==> src/rtl/fir_pkg.sv <==
// Shared constants and FSM state encoding for the FIR address sequencer.
//   ADDR_W : sample address / sample count / output address width
//   TAPS   : number of filter taps (power of two)
//   TAP_W  : coefficient address width, log2(TAPS)
//   RD_LAT : cycles from tr_ld to read data valid at the MAC
package fir_pkg;
  localparam int ADDR_W = 13;
  localparam int TAPS   = 64;
  localparam int TAP_W  = 6;
  localparam int RD_LAT = 2;

  typedef enum logic [2:0] {IDLE, TAP, DRAIN, WRITE, DONE} state_t;
endpackage

==> src/rtl/fir_vld_pipe.sv <==
// Delay line carrying {load, first-tap} from the address issue point to the
// MAC, matching the address-register + RAM read latency.
//   clk, rst    : clock, async active-high reset (clears the pipe)
//   i_ld        : tap issued this cycle
//   i_first     : issued tap is k==0
//   o_mac_en    : i_ld delayed by DEPTH cycles
//   o_acc_clr   : i_first delayed by DEPTH cycles
module fir_vld_pipe #(
  parameter int DEPTH = 2
) (
  input  logic clk,
  input  logic rst,
  input  logic i_ld,
  input  logic i_first,
  output logic o_mac_en,
  output logic o_acc_clr
);
  logic [DEPTH-1:0][1:0] r_vld_pipe;

  always_ff @(posedge clk or posedge rst) begin
    if (rst) begin
      r_vld_pipe <= '0;
    end else begin
      r_vld_pipe[0] <= {i_ld, i_first};
      for (int i = 1; i < DEPTH; i++) r_vld_pipe[i] <= r_vld_pipe[i-1];
    end
  end

  assign o_mac_en  = r_vld_pipe[DEPTH-1][1];
  assign o_acc_clr = r_vld_pipe[DEPTH-1][0];
endmodule

==> src/rtl/fir_addr_seq.sv <==
// FIR convolution address sequencer. Walks n over 0..N-1 and, for each n,
// k over 0..min(n,TAPS-1), issuing sample address n-k and coefficient
// address k. After the last tap it waits RD_LAT cycles for the MAC to
// absorb the final product, then pulses out_wr for y[n].
//   clk, rst   : clock, async active-high reset
//   start      : begin a run (only looked at in IDLE)
//   n_samples  : sample count N, latched on accepted start
//   tr_ld      : address register load strobe
//   tr_addr    : sample address n-k
//   coef_addr  : tap index k
//   mac_en     : accumulate enable (tr_ld delayed RD_LAT)
//   acc_clr    : first-tap marker aligned with mac_en
//   out_wr     : result write strobe
//   out_addr   : result index n
//   busy       : not IDLE
//   done       : one-cycle end-of-run pulse
module fir_addr_seq
  import fir_pkg::*;
#(
  parameter int ADDR_W = fir_pkg::ADDR_W,
  parameter int TAPS   = fir_pkg::TAPS,
  parameter int TAP_W  = fir_pkg::TAP_W,
  parameter int RD_LAT = fir_pkg::RD_LAT
) (
  input  logic              clk,
  input  logic              rst,
  input  logic              start,
  input  logic [ADDR_W-1:0] n_samples,
  output logic              tr_ld,
  output logic [ADDR_W-1:0] tr_addr,
  output logic [TAP_W-1:0]  coef_addr,
  output logic              mac_en,
  output logic              acc_clr,
  output logic              out_wr,
  output logic [ADDR_W-1:0] out_addr,
  output logic              busy,
  output logic              done
);
  localparam int DRN_W = (RD_LAT > 1) ? $clog2(RD_LAT) : 1;

  state_t            r_state, w_nxt;
  logic [ADDR_W-1:0] r_n, r_nsamp;
  logic [TAP_W-1:0]  r_k;
  logic [DRN_W-1:0]  r_drn;

  logic [TAP_W-1:0]  w_kmax;
  logic              w_k_last, w_n_last, w_drn_last, w_first;

  // Early results see fewer than TAPS samples; stopping at k==n gives the
  // implicit zero padding and keeps n-k from underflowing.
  assign w_kmax     = (r_n >= ADDR_W'(TAPS-1)) ? TAP_W'(TAPS-1) : r_n[TAP_W-1:0];
  assign w_k_last   = (r_k == w_kmax);
  assign w_n_last   = (r_n == r_nsamp - ADDR_W'(1));
  assign w_drn_last = (r_drn == DRN_W'(RD_LAT-1));
  assign w_first    = (r_state == TAP) && (r_k == '0);

  always_ff @(posedge clk or posedge rst) begin
    if (rst) r_state <= IDLE;
    else     r_state <= w_nxt;
  end

  always_comb begin
    w_nxt     = r_state;
    tr_ld     = 1'b0;
    tr_addr   = '0;
    coef_addr = '0;
    out_wr    = 1'b0;
    out_addr  = '0;
    busy      = 1'b1;
    done      = 1'b0;
    case (r_state)
      IDLE: begin
        busy = 1'b0;
        if (start) w_nxt = (n_samples == '0) ? DONE : TAP;
      end
      TAP: begin
        tr_ld     = 1'b1;
        tr_addr   = r_n - ADDR_W'(r_k);
        coef_addr = r_k;
        if (w_k_last) w_nxt = DRAIN;
      end
      DRAIN: if (w_drn_last) w_nxt = WRITE;
      WRITE: begin
        out_wr   = 1'b1;
        out_addr = r_n;
        w_nxt    = w_n_last ? DONE : TAP;
      end
      DONE: begin
        done  = 1'b1;
        w_nxt = IDLE;
      end
      default: w_nxt = IDLE;
    endcase
  end

  always_ff @(posedge clk or posedge rst) begin
    if (rst) begin
      r_n     <= '0;
      r_k     <= '0;
      r_nsamp <= '0;
      r_drn   <= '0;
    end else begin
      case (r_state)
        IDLE: if (start) begin
          r_nsamp <= n_samples;
          r_n     <= '0;
          r_k     <= '0;
          r_drn   <= '0;
        end
        TAP:   r_k <= w_k_last ? '0 : r_k + TAP_W'(1);
        DRAIN: r_drn <= w_drn_last ? '0 : r_drn + DRN_W'(1);
        WRITE: if (!w_n_last) r_n <= r_n + ADDR_W'(1);
        default: ;
      endcase
    end
  end

  fir_vld_pipe #(.DEPTH(RD_LAT)) u_vld_pipe (
    .clk       (clk),
    .rst       (rst),
    .i_ld      (tr_ld),
    .i_first   (w_first),
    .o_mac_en  (mac_en),
    .o_acc_clr (acc_clr)
  );
endmodule

==> config.mk <==
export PLATFORM = sky130hd
export DESIGN_NAME = fir_addr_seq
export DESIGN_NICKNAME = d
export VERILOG_FILES = /design/src/rtl/fir_pkg.sv /design/src/rtl/fir_vld_pipe.sv /design/src/rtl/fir_addr_seq.sv
export SDC_FILE = /design/constraint.sdc
export NUM_CORES = 1
export LEC_CHECK = 0
export ABC_CLOCK_PERIOD_IN_PS = 3300
export BUFFER_PORTS_ARGS = -buffer_cell sky130_fd_sc_hd__buf_4
export CORE_UTILIZATION = 57
export DETAILED_ROUTE_END_ITERATION = 10
export PLACE_DENSITY = 0.84
export RECOVER_POWER = 50
export SLEW_MARGIN = 15
export SYNTH_ARGS = -nofsm -noshare
export SYNTH_HDL_FRONTEND = slang
export SYNTH_SLANG_ARGS = --single-unit
==> constraint.sdc <==
create_clock -name clk -period 3.3 [get_ports clk]
set_input_delay 0.66 -clock clk [delete_from_list [all_inputs] [get_ports clk]]
set_output_delay 0.66 -clock clk [all_outputs]
set_load 0.05 [all_outputs]
==> results of run 1 <==
-- sequential cells by signal, indices dropped and copies added (netlist names) --
signal and flops:
r_drn 1, u_vld_pipe.r_vld_pipe 2, u_vld_pipe.o_mac_en 1, r_n 13
r_state 3, r_k 6, u_vld_pipe.o_acc_clr 1, r_nsamp 13
-- through the flow --
| stage | setup slack [ns] | instances | hold WS (ns) | cell area, µm² | TNS [ns] |
|---|---|---|---|---|---|
| floorplan | -0.01042 | 385 | 0.3312 | 3179 | -0.01729 |
| global placement | 0.1290 | 495 | 0.3335 | 3630 | 0 |
| detailed placement | 0.06423 | 495 | 0.3402 | 3630 | 0 |
| CTS | -0.03055 | 508 | 0.3579 | 3800 | -0.03055 |
| global route | -0.1726 | 513 | 0.3614 | 3875 | -0.7362 |
| finish | -0.08311 | 513 | 0.3566 | 3875 | -0.2220 |
-- timing repair --
item,in CTS,in global routing
buffers inserted,5,5
resized for setup,15,10
hold endpoints to repair,0,0
pin swaps,5,4
endpoints found under the setup margin,6,7
-- cells in the final DEF (no fill, tap or decap), types with 3 or more instances in the layout --
cell type,n
inv_2,4
dfrtp_1,39
buf_6,4
nand2b_1,6
a21oi_1,10
buf_4,70
inv_1,16
nand2_1,64
a21oi_2,4
ha_1,9
o21ai_1,4
a21o_1,4
or4_1,3
o31ai_1,4
and2_1,15
xnor2_1,17
and3_1,6
nor3_1,14
clkbuf_1,3
nor2_1,19
nand3_1,7
mux2i_1,8
nand4_1,7
or3_1,4
clkbuf_8,6
nor4_1,10
or2_2,4
xor2_1,6
o21ai_0,16
o21a_1,3
or3_4,3
-- layout make-up --
class,count,area (µm²)
Multi-Input combinational cell,295,2009
Inverter,21,78.83
Sequential cell,40,1002
Timing Repair Buffer,79,604.3
Clock inverter,2,10.01
Tap cell,70,87.58
Clock buffer,6,82.58
Fill cell,398,1330
-- per-layer routing --
| metal | vias to the layer above | global-route usage, % |
|---|---|---|
| li1 | 1462 | - |
| met1 | 1412 | 35.37 |
| met2 | 129 | 50.45 |
| met3 | 20 | 4.671 |
| met4 | 0 | 10.19 |
| met5 | - | 0 |
-- cell families after synthesis --
| group | after synthesis | synth area share, % |
|---|---|---|
| fa+ha+maj | 11 | 4.644 |
| mux | 9 | 2.882 |
| buf+inv | 50 | 7.486 |
| xor+xnor | 24 | 6.725 |
| flops | 40 | 32.03 |
| compound gates | 71 | 16.57 |
| simple gates | 180 | 29.66 |
-- worst min-delay path by stage --
stage                                        start              endpoint  slack (ns)  cells past startpoint
after floorplan           u_vld_pipe.r_vld_pipe[0]  u_vld_pipe.o_acc_clr        0.33                      0
after global placement    u_vld_pipe.r_vld_pipe[0]  u_vld_pipe.o_acc_clr        0.33                      0
after detailed placement  u_vld_pipe.r_vld_pipe[0]  u_vld_pipe.o_acc_clr        0.34                      0
after CTS                 u_vld_pipe.r_vld_pipe[0]  u_vld_pipe.o_acc_clr        0.36                      0
after global routing      u_vld_pipe.r_vld_pipe[0]  u_vld_pipe.o_acc_clr        0.36                      0
final                     u_vld_pipe.r_vld_pipe[0]  u_vld_pipe.o_acc_clr        0.36                      0
==> results.ini, run 1 <==
[clock_tree]
cts-root-buf=clkbuf_8
htreeDepth=2
holdBufCountCts=0
clk_latency_ns=0.29
cts_tree=done
cts.clk_slew.worst_paths_ns=0.08
clock_sinks=40
cts_buffers=5
cts.path.max_buffers=2

[logic_synthesis]
synthesis.area_um2=3125
synth_edf_count=0
synth_nets=412
synth_top_area_share_pct=32.03
synthTopCellsByCount=nand2_1, dfrtp_1, nor2_1
avgSynthCellArea_um2=8.118
synthMostInstantiatedCell=nand2_1
synth_cell_types=60
async_flop_share_pct=100.0
synth_flop_cell=dfrtp_1
yosysWarningCount=0
synth_top_cell_by_area=dfrtp_1
ys_ff_latch=40
netlist_top_cells_area=dfrtp_1, nand2_1, xnor2_1
syn_inst=385
yosysSeqAreaShare_pct=32.03

[worst_setup_path]
cp_top_family=compound AO/OA/AOI/OAI gates
start_kind=register
cp_slowest_cell=dfrtp_1
critPathMostFrequentCell=inv_2
rr_endpoint=r_n[12]
r2r_start=r_nsamp[3]
cp.arrival_ns=2.72
crit_path_end_kind=output pin
cp.required_ns=2.64
crit_path_end=tr_addr[8]
path_depth=11
cp_max_fo=5
rrSetupSlack_ns=0.23
crit_type=register to output pin
r2r_cells=7
path_buf_inv=3
path_cells=inv_2 -> ha_4 -> inv_2 -> fa_2 -> a21oi_2 -> o21bai_1 -> a21o_1 -> a211o_1 -> or3_4 -> a21oi_4 -> buf_6
max_stage_delay_ns=0.39
crit_path_start=r_n[0]

[min_path]
hp-class=register to register

[drt]
post_drt_wl_per_cell_um=16.04
drc_errors=0
drt-met1-wl_mm=3.505
drt-pass1-iter-count=5
vias_per_cell=5.893
ant_nets=0
drt_first_iter_violations=199
drt-total-wl_mm=8.228
wl_met2_mm=4.065
wl_met3_um=469
highest_layer=met4
num_vias=3023

[global_routing]
grtUsageTotal_pct=28.62
grt_max_degree=41
grt-ovfl-total=0
grt_pass1_vias=2807
antenna_found_initial=0
grt_first_pass_wirelength_mm=13.28

[floorplan]
io_pins=54
core_um2=5205
die_y_um=76.05
dieArea_um2=5784
start_util_pct=60.05
num_rows=26
die_x_um=76.05

[place]
place_congestion=0.8482
dp_hpwl_mm=5.716
port_buffers=53

[flow_run]
maxCapViolations=1

[timing]
fin_crit_sh_pct=102.5
fmaxAchievable_mhz=295.6
max_slew_margin_pct=-38.79
finalSetupViolations=4
layout_setup_ws_ns=-0.08311
skew_ns=0.002342
rsz0062_at_grt=yes
period_needed_ns=3.383
hold_viol=0
drv_slew=41
worst_pin_slew_ns=2.082

[cells_and_area]
post_route_cells_drive_above_1_share_pct=27.99
fin_util_pct=74.45
nNetsFinal=469
area_growth_pct=23.98
diodes=0

[status]
violations=capacitance limit, slew limit, setup timing
status=complete, but fails checks

Power of run 1 is left out: the tool's default activity adds up to more than one toggle a clock period on the data nets, which glitch-free logic cannot reach.
==> run 2: changes to the inputs <==
Settings changed: CORE_UTILIZATION 57 to 56, PLACE_DENSITY 0.84 to 0.83, SYNTH_HIERARCHICAL set to 1.
==> run 2 against run 1 <==
  * The run ends with capacitance limit, slew limit left
  * Clock-buffer cell count up 2
  * Routed wire length shrank 14%
  * Flip-flop and latch count did not move
  * Global-route usage shrank 1.4 points
  * Synthesized cell count shrank 3.1%
  * Critical path type unchanged
  * Die area shrank 3.3%
  * Critical path depth grew 2
  * Via count shrank 3.8%
  * Design area fell by 5.1%
  * Sequential share of layout area is 1.4 points higher
  * Non-clock buffer count decreased by 4
  * Area after synthesis shrank 5.0%
==> results.ini, run 2 <==
[status]
violations=capacitance limit, slew limit  ; was capacitance limit, slew limit, setup timing
status=complete, but fails checks  ; unchanged

[timing]
period_needed_ns=3.228  ; was 3.383 ns
skew_ns=0.005218  ; was 0.002342 ns
fin_crit_sh_pct=97.80  ; was 102.5%
worst_pin_slew_ns=1.925  ; was 2.082 ns
hold_ws_ns=0.2219  ; was 0.3566 ns
fmaxAchievable_mhz=309.8  ; was 295.6 MHz
layout_setup_ws_ns=0.07248  ; was -0.08311 ns
hold_viol=0  ; unchanged
rsz0062_at_grt=yes  ; unchanged
finalSetupViolations=0  ; was 4
drv_slew=37  ; was 41
max_slew_margin_pct=-28.36  ; was -38.79%
fin_tns_setup_ns=0  ; was -0.2220 ns

[worst_setup_path]
crit_path_end_kind=output pin  ; unchanged
rr_endpoint=r_n[0]  ; was r_n[12]
r2r_start=r_nsamp[0]  ; was r_nsamp[3]
cp.required_ns=2.64  ; about the same
r2r_cells=11  ; was 7
crit_type=register to output pin  ; unchanged
rrSetupSlack_ns=0.28  ; was 0.23 ns
cp_slowest_cell=dfrtp_1  ; unchanged
critPathMostFrequentCell=inv_2  ; unchanged
cp_max_fo=3  ; was 5
cp.arrival_ns=2.57  ; was 2.72 ns
crit_path_start=r_n[0]  ; unchanged
path_cells=inv_2 -> ha_4 -> inv_2 -> fa_2 -> a21o_1 -> a21oi_2 -> nor2b_2 -> o21a_2 -> nor3_4 -> nand3b_1 -> xor2_1 -> nor2_2 -> buf_6  ; was inv_2 -> ha_4 -> inv_2 -> fa_2 -> a21oi_2 -> o21bai_1 -> a21o_1 -> a211o_1 -> or3_4 -> a21oi_4 -> buf_6
start_kind=register  ; unchanged
max_stage_delay_ns=0.39  ; about the same

[cells_and_area]
layout_common_cells=buf_4, nand2_1, dfrtp_1  ; unchanged
area_growth_pct=23.90  ; was 23.98%
reg.largest.list=r_n (13), r_nsamp (13), r_k (6)  ; unchanged
post_route_cells_drive_above_1_share_pct=23.54  ; was 27.99%
fin_util_pct=72.00  ; was 74.45%
nNetsFinal=455  ; was 469
diodes=0  ; unchanged
final_common_cell=buf_4  ; unchanged

[logic_synthesis]
yosysSeqAreaShare_pct=33.73  ; was 32.03%
synthTopCellsByCount=nand2_1, dfrtp_1, nor2_1  ; unchanged
avgSynthCellArea_um2=7.957  ; was 8.118 µm²
synthMuxAreaShare_pct=3.035  ; was 2.882%
syn_inst=373  ; was 385
synth_top_cell_by_area=dfrtp_1  ; unchanged
synthesis.area_um2=2968  ; was 3125 µm²
netlist_top_cells_area=dfrtp_1, nand2_1, xnor2_1  ; unchanged
synth_xor_area_share_pct=8.263  ; was 6.725%
synth_nets=400  ; was 412
synth_compound_area_share_pct=12.82  ; was 16.57%
synthMostInstantiatedCell=nand2_1  ; unchanged
async_flop_share_pct=100.0  ; unchanged
synth_flop_cell=dfrtp_1  ; unchanged
yosys.area_share.simple_pct=31.11  ; was 29.66%
ys_ff_latch=40  ; unchanged
synth-adder-area-share_pct=4.890  ; was 4.644%
synth_cell_types=51  ; was 60
synth_edf_count=0  ; unchanged
yosysWarningCount=6  ; was 0
synth_top_family_by_area=simple AND/OR/NAND/NOR gates  ; unchanged
synth_top_area_share_pct=33.73  ; was 32.03%

[global_routing]
grt_first_pass_wirelength_mm=11.68  ; was 13.28 mm
grt_pass1_vias=2565  ; was 2807
grtUsageTotal_pct=27.27  ; was 28.62%
grt-ovfl-total=0  ; unchanged
grt_max_degree=37  ; was 41
antenna_found_initial=0  ; unchanged

[drt]
vias_per_cell=5.830  ; was 5.893
drt-total-wl_mm=7.094  ; was 8.228 mm
num_vias=2909  ; was 3023
drc_errors=0  ; unchanged
ant_nets=0  ; unchanged
drt_first_iter_violations=189  ; was 199
post_drt_wl_per_cell_um=14.22  ; was 16.04 µm
drt-pass1-iter-count=5  ; unchanged

[clock_tree]
cts-root-buf=clkbuf_8  ; unchanged
cts_tree=done  ; unchanged
cts_buffers=5  ; unchanged
cts.clk_slew.worst_paths_ns=0.07  ; was 0.08 ns
htreeDepth=2  ; unchanged
cts.path.max_buffers=2  ; unchanged
clk_latency_ns=0.29  ; about the same
clock_sinks=40  ; unchanged

[floorplan]
die_x_um=74.80  ; was 76.05 µm
core_um2=5107  ; was 5205 µm²
die_y_um=74.80  ; was 76.05 µm
io_pins=54  ; unchanged
start_util_pct=58.11  ; was 60.05%
num_rows=26  ; unchanged
dieArea_um2=5595  ; was 5784 µm²

[place]
place_congestion=0.8068  ; was 0.8482
place_ws_ns=0.05326  ; was 0.06423 ns
port_buffers=53  ; unchanged
dp_hpwl_mm=5.161  ; was 5.716 mm

[flow_run]
maxCapViolations=1  ; unchanged

[min_path]
hp-class=input port to async pin  ; was register to register

run 2: repair_timing:
| action | 4_1_cts | 5_1_grt |
|---|---|---|
| hold buffers | 0 | 0 |
| pin swaps | 9 | 7 |
| setup endpoints to repair | 7 | 8 |
| gates resized for setup | 12 | 9 |
| setup buffers | 5 | 0 |
run 2: worst max-delay path by stage:
stage                             end  slack [ns]  cells past startpoint
after floorplan           tr_addr[10]       -0.06                     13
after CTS                 tr_addr[10]       -0.06                     13
after detailed placement  tr_addr[12]        0.05                     13
final                     tr_addr[10]        0.07                     13
after global routing       tr_addr[9]        -0.1                     11
after global placement    tr_addr[10]        0.12                     13
run 2: worst max-delay path, delay by kind of cell, from the launching register on:
kind	cells	cell delay, ns
flops	1	0.39
buf+inv	3	0.28
compound gates	3	0.55
simple gates	4	0.44
fa+ha+maj	2	0.45
xor+xnor	1	0.16
run 2: metrics by stage:
step	cells	cell area, µm²
after floorplan	373	2988
after global placement	486	3495
after detailed placement	486	3495
after CTS	499	3665
after global routing	499	3677
final	499	3677
run 2: layout make-up:
cell class | instances | area [µm²]
flip-flops and latches | 40 | 1002
repair buffers | 75 | 563.0
multi-input cells | 287 | 1863
well taps | 70 | 87.58
fillers | 407 | 1430
clock buffers | 8 | 90.09
inverters | 19 | 71.32
run 2: kinds of logic after synthesis:
logic type | count (synthesis)
AO/OA/AOI/OAI | 58
XOR/XNOR | 28
adder cells (fa/ha/maj) | 11
buffers and inverters | 46
flip-flops | 40
multiplexers | 9
AND/OR/NAND/NOR | 181
run 2: metal layers:
metal  global-route usage [%]  routed length, µm  vias to the layer above
li1                         -                  -                     1407
met1                    35.22               3111                     1372
met2                    45.85               3477                      116
met3                    4.418                353                       14
met4                    10.90                152                        0
met5                        0                  0                        -
Power of run 2 is left out for the same reason.
